==> src/rtl/fft_apb_master.sv <==
// Single-outstanding APB requester: accepts one host command, runs the SETUP/ACCESS
// handshake with a bounded wait, and returns the result on a valid/ready response port.
module fft_apb_master #(
   parameter int APB_ADDR_WIDTH = 16,
   parameter int TIMEOUT_CYCLES = 255
) (
   input  logic                      clk_i,
   input  logic                      reset_n_i,
   input  logic                      cmd_valid_i,
   output logic                      cmd_ready_o,
   input  logic                      cmd_write_i,
   input  logic [APB_ADDR_WIDTH-1:0] cmd_addr_i,
   input  logic [31:0]               cmd_wdata_i,
   output logic                      rsp_valid_o,
   input  logic                      rsp_ready_i,
   output logic [31:0]               rsp_rdata_o,
   output logic                      rsp_err_o,
   output logic                      psel_o,
   output logic                      penable_o,
   output logic                      pwrite_o,
   output logic [APB_ADDR_WIDTH-1:0] paddr_o,
   output logic [31:0]               pwdata_o,
   input  logic [31:0]               prdata_i,
   input  logic                      pready_i,
   output logic [7:0]                timeout_count_o
);

   typedef enum logic [1:0] {
      IDLE   = 2'd0,
      SETUP  = 2'd1,
      ACCESS = 2'd2,
      RESP   = 2'd3
   } state_e;

   // Wait-counter value of the last ACCESS cycle before the transfer is abandoned.
   localparam logic [15:0] WAIT_LAST = 16'(TIMEOUT_CYCLES - 1);

   state_e                    state_q, state_d;
   logic                      psel_q, psel_d;
   logic                      penable_q, penable_d;
   logic                      pwrite_q, pwrite_d;
   logic [APB_ADDR_WIDTH-1:0] paddr_q, paddr_d;
   logic [31:0]               pwdata_q, pwdata_d;
   logic [31:0]               rsp_rdata_q, rsp_rdata_d;
   logic                      rsp_err_q, rsp_err_d;
   logic [7:0]                timeout_count_q, timeout_count_d;
   logic [15:0]               wait_cnt_q, wait_cnt_d;

   always_comb begin
      // NOTE: every _d starts from its _q so no path through the case leaves a
      // signal unassigned; that is what keeps this block free of inferred latches.
      state_d         = state_q;
      psel_d          = psel_q;
      penable_d       = penable_q;
      pwrite_d        = pwrite_q;
      paddr_d         = paddr_q;
      pwdata_d        = pwdata_q;
      rsp_rdata_d     = rsp_rdata_q;
      rsp_err_d       = rsp_err_q;
      timeout_count_d = timeout_count_q;
      wait_cnt_d      = wait_cnt_q;

      case (state_q)
         IDLE: begin
            if (cmd_valid_i) begin
               // Command fields land directly in the APB output registers; they only
               // change together with psel rising.
               pwrite_d   = cmd_write_i;
               paddr_d    = cmd_addr_i;
               pwdata_d   = cmd_wdata_i;
               psel_d     = 1'b1;
               penable_d  = 1'b0;
               wait_cnt_d = '0;
               state_d    = SETUP;
            end
         end
         SETUP: begin
            penable_d = 1'b1;
            state_d   = ACCESS;
         end
         ACCESS: begin
            wait_cnt_d = wait_cnt_q + 16'd1;
            if (pready_i) begin
               rsp_rdata_d = pwrite_q ? 32'd0 : prdata_i;
               rsp_err_d   = 1'b0;
               psel_d      = 1'b0;
               penable_d   = 1'b0;
               state_d     = RESP;
            end else if (wait_cnt_q == WAIT_LAST) begin
               rsp_rdata_d = 32'd0;
               rsp_err_d   = 1'b1;
               if (timeout_count_q != 8'hFF) timeout_count_d = timeout_count_q + 8'd1;
               psel_d      = 1'b0;
               penable_d   = 1'b0;
               state_d     = RESP;
            end
         end
         RESP: begin
            if (rsp_ready_i) state_d = IDLE;
         end
         default: begin
            psel_d    = 1'b0;
            penable_d = 1'b0;
            state_d   = IDLE;
         end
      endcase
   end

   // NOTE: sequential state uses non-blocking assignments so every flop samples the
   // pre-edge values computed above, independent of statement order.
   always_ff @(posedge clk_i or negedge reset_n_i) begin
      if (!reset_n_i) begin
         state_q         <= IDLE;
         psel_q          <= 1'b0;
         penable_q       <= 1'b0;
         pwrite_q        <= 1'b0;
         paddr_q         <= '0;
         pwdata_q        <= 32'd0;
         rsp_rdata_q     <= 32'd0;
         rsp_err_q       <= 1'b0;
         timeout_count_q <= 8'd0;
         wait_cnt_q      <= 16'd0;
      end else begin
         state_q         <= state_d;
         psel_q          <= psel_d;
         penable_q       <= penable_d;
         pwrite_q        <= pwrite_d;
         paddr_q         <= paddr_d;
         pwdata_q        <= pwdata_d;
         rsp_rdata_q     <= rsp_rdata_d;
         rsp_err_q       <= rsp_err_d;
         timeout_count_q <= timeout_count_d;
         wait_cnt_q      <= wait_cnt_d;
      end
   end

   assign cmd_ready_o     = (state_q == IDLE);
   assign rsp_valid_o     = (state_q == RESP);
   assign psel_o          = psel_q;
   assign penable_o       = penable_q;
   assign pwrite_o        = pwrite_q;
   assign paddr_o         = paddr_q;
   assign pwdata_o        = pwdata_q;
   assign rsp_rdata_o     = rsp_rdata_q;
   assign rsp_err_o       = rsp_err_q;
   assign timeout_count_o = timeout_count_q;

endmodule
==> config.mk <==
export PLATFORM = sky130hd
export DESIGN_NAME = fft_apb_master
export DESIGN_NICKNAME = d
export VERILOG_FILES = /design/src/rtl/fft_apb_master.sv
export SDC_FILE = /design/constraint.sdc
export NUM_CORES = 1
export LEC_CHECK = 0
export ABC_AREA = 0
export BUFFER_PORTS_ARGS = -buffer_cell sky130_fd_sc_hd__buf_2
export CORE_MARGIN = 2
export CORE_UTILIZATION = 49
export CTS_CLUSTER_DIAMETER = 120
export DETAILED_ROUTE_END_ITERATION = 8
export PLACE_DENSITY_LB_ADDON = 0.05
export SYNTH_ARGS = -nofsm -noshare
export SYNTH_HDL_FRONTEND = slang
export SYNTH_SLANG_ARGS = --single-unit
==> constraint.sdc <==
create_clock -name clk_i -period 2.16 [get_ports clk_i]
set_input_delay 0 -clock clk_i [delete_from_list [all_inputs] [get_ports clk_i]]
set_output_delay 0 -clock clk_i [all_outputs]
set_load 0.01 [all_outputs]
==> flow_summary.toml <==
[outcome]
run_status = "finished, final reports clean"

[cts]
cts_tree = "built"
clkTransAtPathRegs_ps = 100
htreeDepth = 3
clock-root-buffer = "clkbuf_8"
cts_buffers = 9
clock_path_buffers = 2
numClockSinks = 110
clk_latency_ps = 360

[layout]
final_area_sq_um = 6958
syn_to_final_growth_pct = 43.81
fin_nets = 729
final_common_cell = "buf_2"
n_antenna_cell = 0
fillCellCount = 693
drive_gt1_frac = 0.4116
mostFrequentLayoutCells = "178 x buf_2, 110 x dfrtp_1, 82 x dlygate4sd3_1"
final_core_util = 0.7185

[logic_synthesis]
ys_async_sr_fraction = 1.000
synth-seq-area-share = 0.5689
syn_avg_cell_area_sq_um = 12.97
synth-main-ff-cell = "dfrtp_1"
synth.distinct_cells = 46
synth_area_sq_um = 4838
syn_nets = 468
ys_seq_elements = 110
synthCells = 373
yosys_warnings = 0
synth_edf_count = 0

[grt]
grt_pass1_vias = 4164
grt_max_degree = 59
grt_use_total = 0.2503
grt.overflow.total = 0
grt_pass1_wl_um = 20480
antenna_found_initial = 0

[power]
power.density_nw_per_um2 = 1138
vdd_ir_drop_max_v = 0.0007772
p_leak_nw = 3.715
report.power.total_mw = 7.916

[setup_path]
cp_data_required_time_ps = 2450
worstPathArrival_ps = 2300
worst-path-max-fanout = 6
startpoint_type = "flip-flop"
r2r_slack_ps = 160
endpoint = "wait_cnt_q[14]"
r2r_start = "state_q[0]"
critPathCaptureType = "flip-flop"
cp-startpoint = "state_q[0]"
r2r_cells = 6
critPathKind = "reg2reg"
timing.rr.end = "wait_cnt_q[14]"

[run]
cap_viol_max_count = 0

[drt]
drc = 0
viasPerCell = 5.189
drt_iter0_drc = 133
ant_nets = 0
first_pass_iters = 4
dr_total_vias = 4006
avgRoutedWirePerCell_um = 16.73
routed_wirelength_um = 12910

[floorplanning]
placementRows = 36
io_pins = 180
die_x_um = 103.4
design.core.area_sq_um = 9684
die_h_um = 103.4
start_util = 0.4996
die-area_sq_um = 10690

[timing]
final.min_clock_period_ps = 2001
hold_violations = 0
fin_tns_setup_ps = 0
fmax_mhz = 499.7
setup_violations = 0
whs_ps = 14.93
fin_worst_skew_ps = 7.601
finalCritPeriodShare = 0.9264
max_slew_margin = 0.4962
rsz0062_at_grt = "no"
timing.final.max_slew_violations = 0
tightest_slew_ps = 755.7

[placement]
gp_congestion = 0.8566
place_area_sq_um = 5936
io_buffers = 179
hpwlAfterDp_um = 8065

[worst_hold_path]
hold_path.class = "in2reg"
==> sequential cells by signal (all words and copies together) (netlist names) <==
register         flops
paddr_o             16
penable_o            1
psel_o               1
pwdata_o            32
pwrite_o             1
rsp_err_o            1
rsp_rdata_o         32
state_q              2
timeout_count_o      8
wait_cnt_q          16
==> worst min-delay path by stage <==
stage,startpoint,to,slack [ps],cells past startpoint
after floorplan,reset_n_i,paddr_o[0],-300,0
after global placement,reset_n_i,pwdata_o[2],120,1
after detailed placement,reset_n_i,pwdata_o[2],120,1
after CTS,prdata_i[7],rsp_rdata_o[7],0.4,3
after global routing,prdata_i[7],rsp_rdata_o[7],10,3
final,prdata_i[7],rsp_rdata_o[7],10,3
==> worst max-delay path, cell delays in order (launching register included) <==
cell and delay [ps]:
dfrtp_1 430, inv_1 100, ha_1 280, mux2i_1 180, nand4bb_4 250, or4_1 530, a21oi_1 160
==> power breakdown <==
part | switching [mW] | leakage, nW | internal [mW]
sequential | 0.469 | 1.38 | 2.86
combinational | 1.64 | 2.23 | 1.68
clock | 0.663 | 0.0996 | 0.600
==> logic make-up after synthesis <==
family / count (synthesis) / share of synthesized area
muxes: 55 / 0.1280
AOI/OAI and AO/OA: 64 / 0.09232
and+or+nand+nor: 95 / 0.1443
buffers and inverters: 29 / 0.02327
DFF: 110 / 0.5689
xor gates and xnor gates: 11 / 0.01991
adders and majority gates: 9 / 0.02327
==> per-stage QoR <==
| step | worst slack [ps] | cells |
|---|---|---|
| 4_1_cts | 164.4 | 772 |
| 5_1_grt | 30.96 | 772 |
| 6_report | 158.9 | 772 |
| 2_1_floorplan | 296.9 | 373 |
| 3_3_place_gp | 261.6 | 674 |
| 3_5_place_dp | 203.7 | 674 |
==> what timing repair did <==
item,in CTS,in global routing
hold endpoints to repair,137,0
hold buffers,82,0
buffers inserted,0,0
gates resized for setup,0,0
==> Yosys cell counts, drive strengths merged, types with 2 or more instances <==
library cell,n,area share
dfrtp,110,0.57
mux2,52,0.12
a21o,34,0.053
and4b,33,0.068
nor2,14,0.011
clkbuf,13,0.010
nand2,13,0.010
ha,9,0.023
o21ai,9,0.010
a21oi,8,0.0083
buf,8,0.0070
inv,8,0.0062
xnor2,8,0.014
nor3,6,0.0062
a31oi,4,0.0052
nand3,4,0.0052
nand4,4,0.0065
mux2i,3,0.0062
nand2b,3,0.0039
nor4,3,0.0039
xor2,3,0.0054
and4,2,0.0041
nor3b,2,0.0031
o31ai,2,0.0031
or3,2,0.0026
or4,2,0.0031
==> final cells by class <==
class                   instances  area, sq um  share of cell area
clock buffers                  13        158.9             0.02284
clock inverters                 3        42.54            0.006114
inverters                       8        30.03            0.004316
multi-input cells             234         1976              0.2839
flip-flops and latches        110         2753              0.3956
well taps                     133        166.4             0.02392
repair buffers                271         1832              0.2633
==> layer usage <==
| metal | track usage | share of wire | wire [um] | vias to the layer above |
|---|---|---|---|---|
| li1 | - | - | - | 1883 |
| met1 | 0.3109 | 0.40 | 5146 | 1963 |
| met2 | 0.4293 | 0.53 | 6788 | 143 |
| met3 | 0.06788 | 0.059 | 764 | 17 |
| met4 | 0.07490 | 0.016 | 213 | 0 |
| met5 | 0 | 0 | 0 | - |
(Power assumes the default switching activity.)
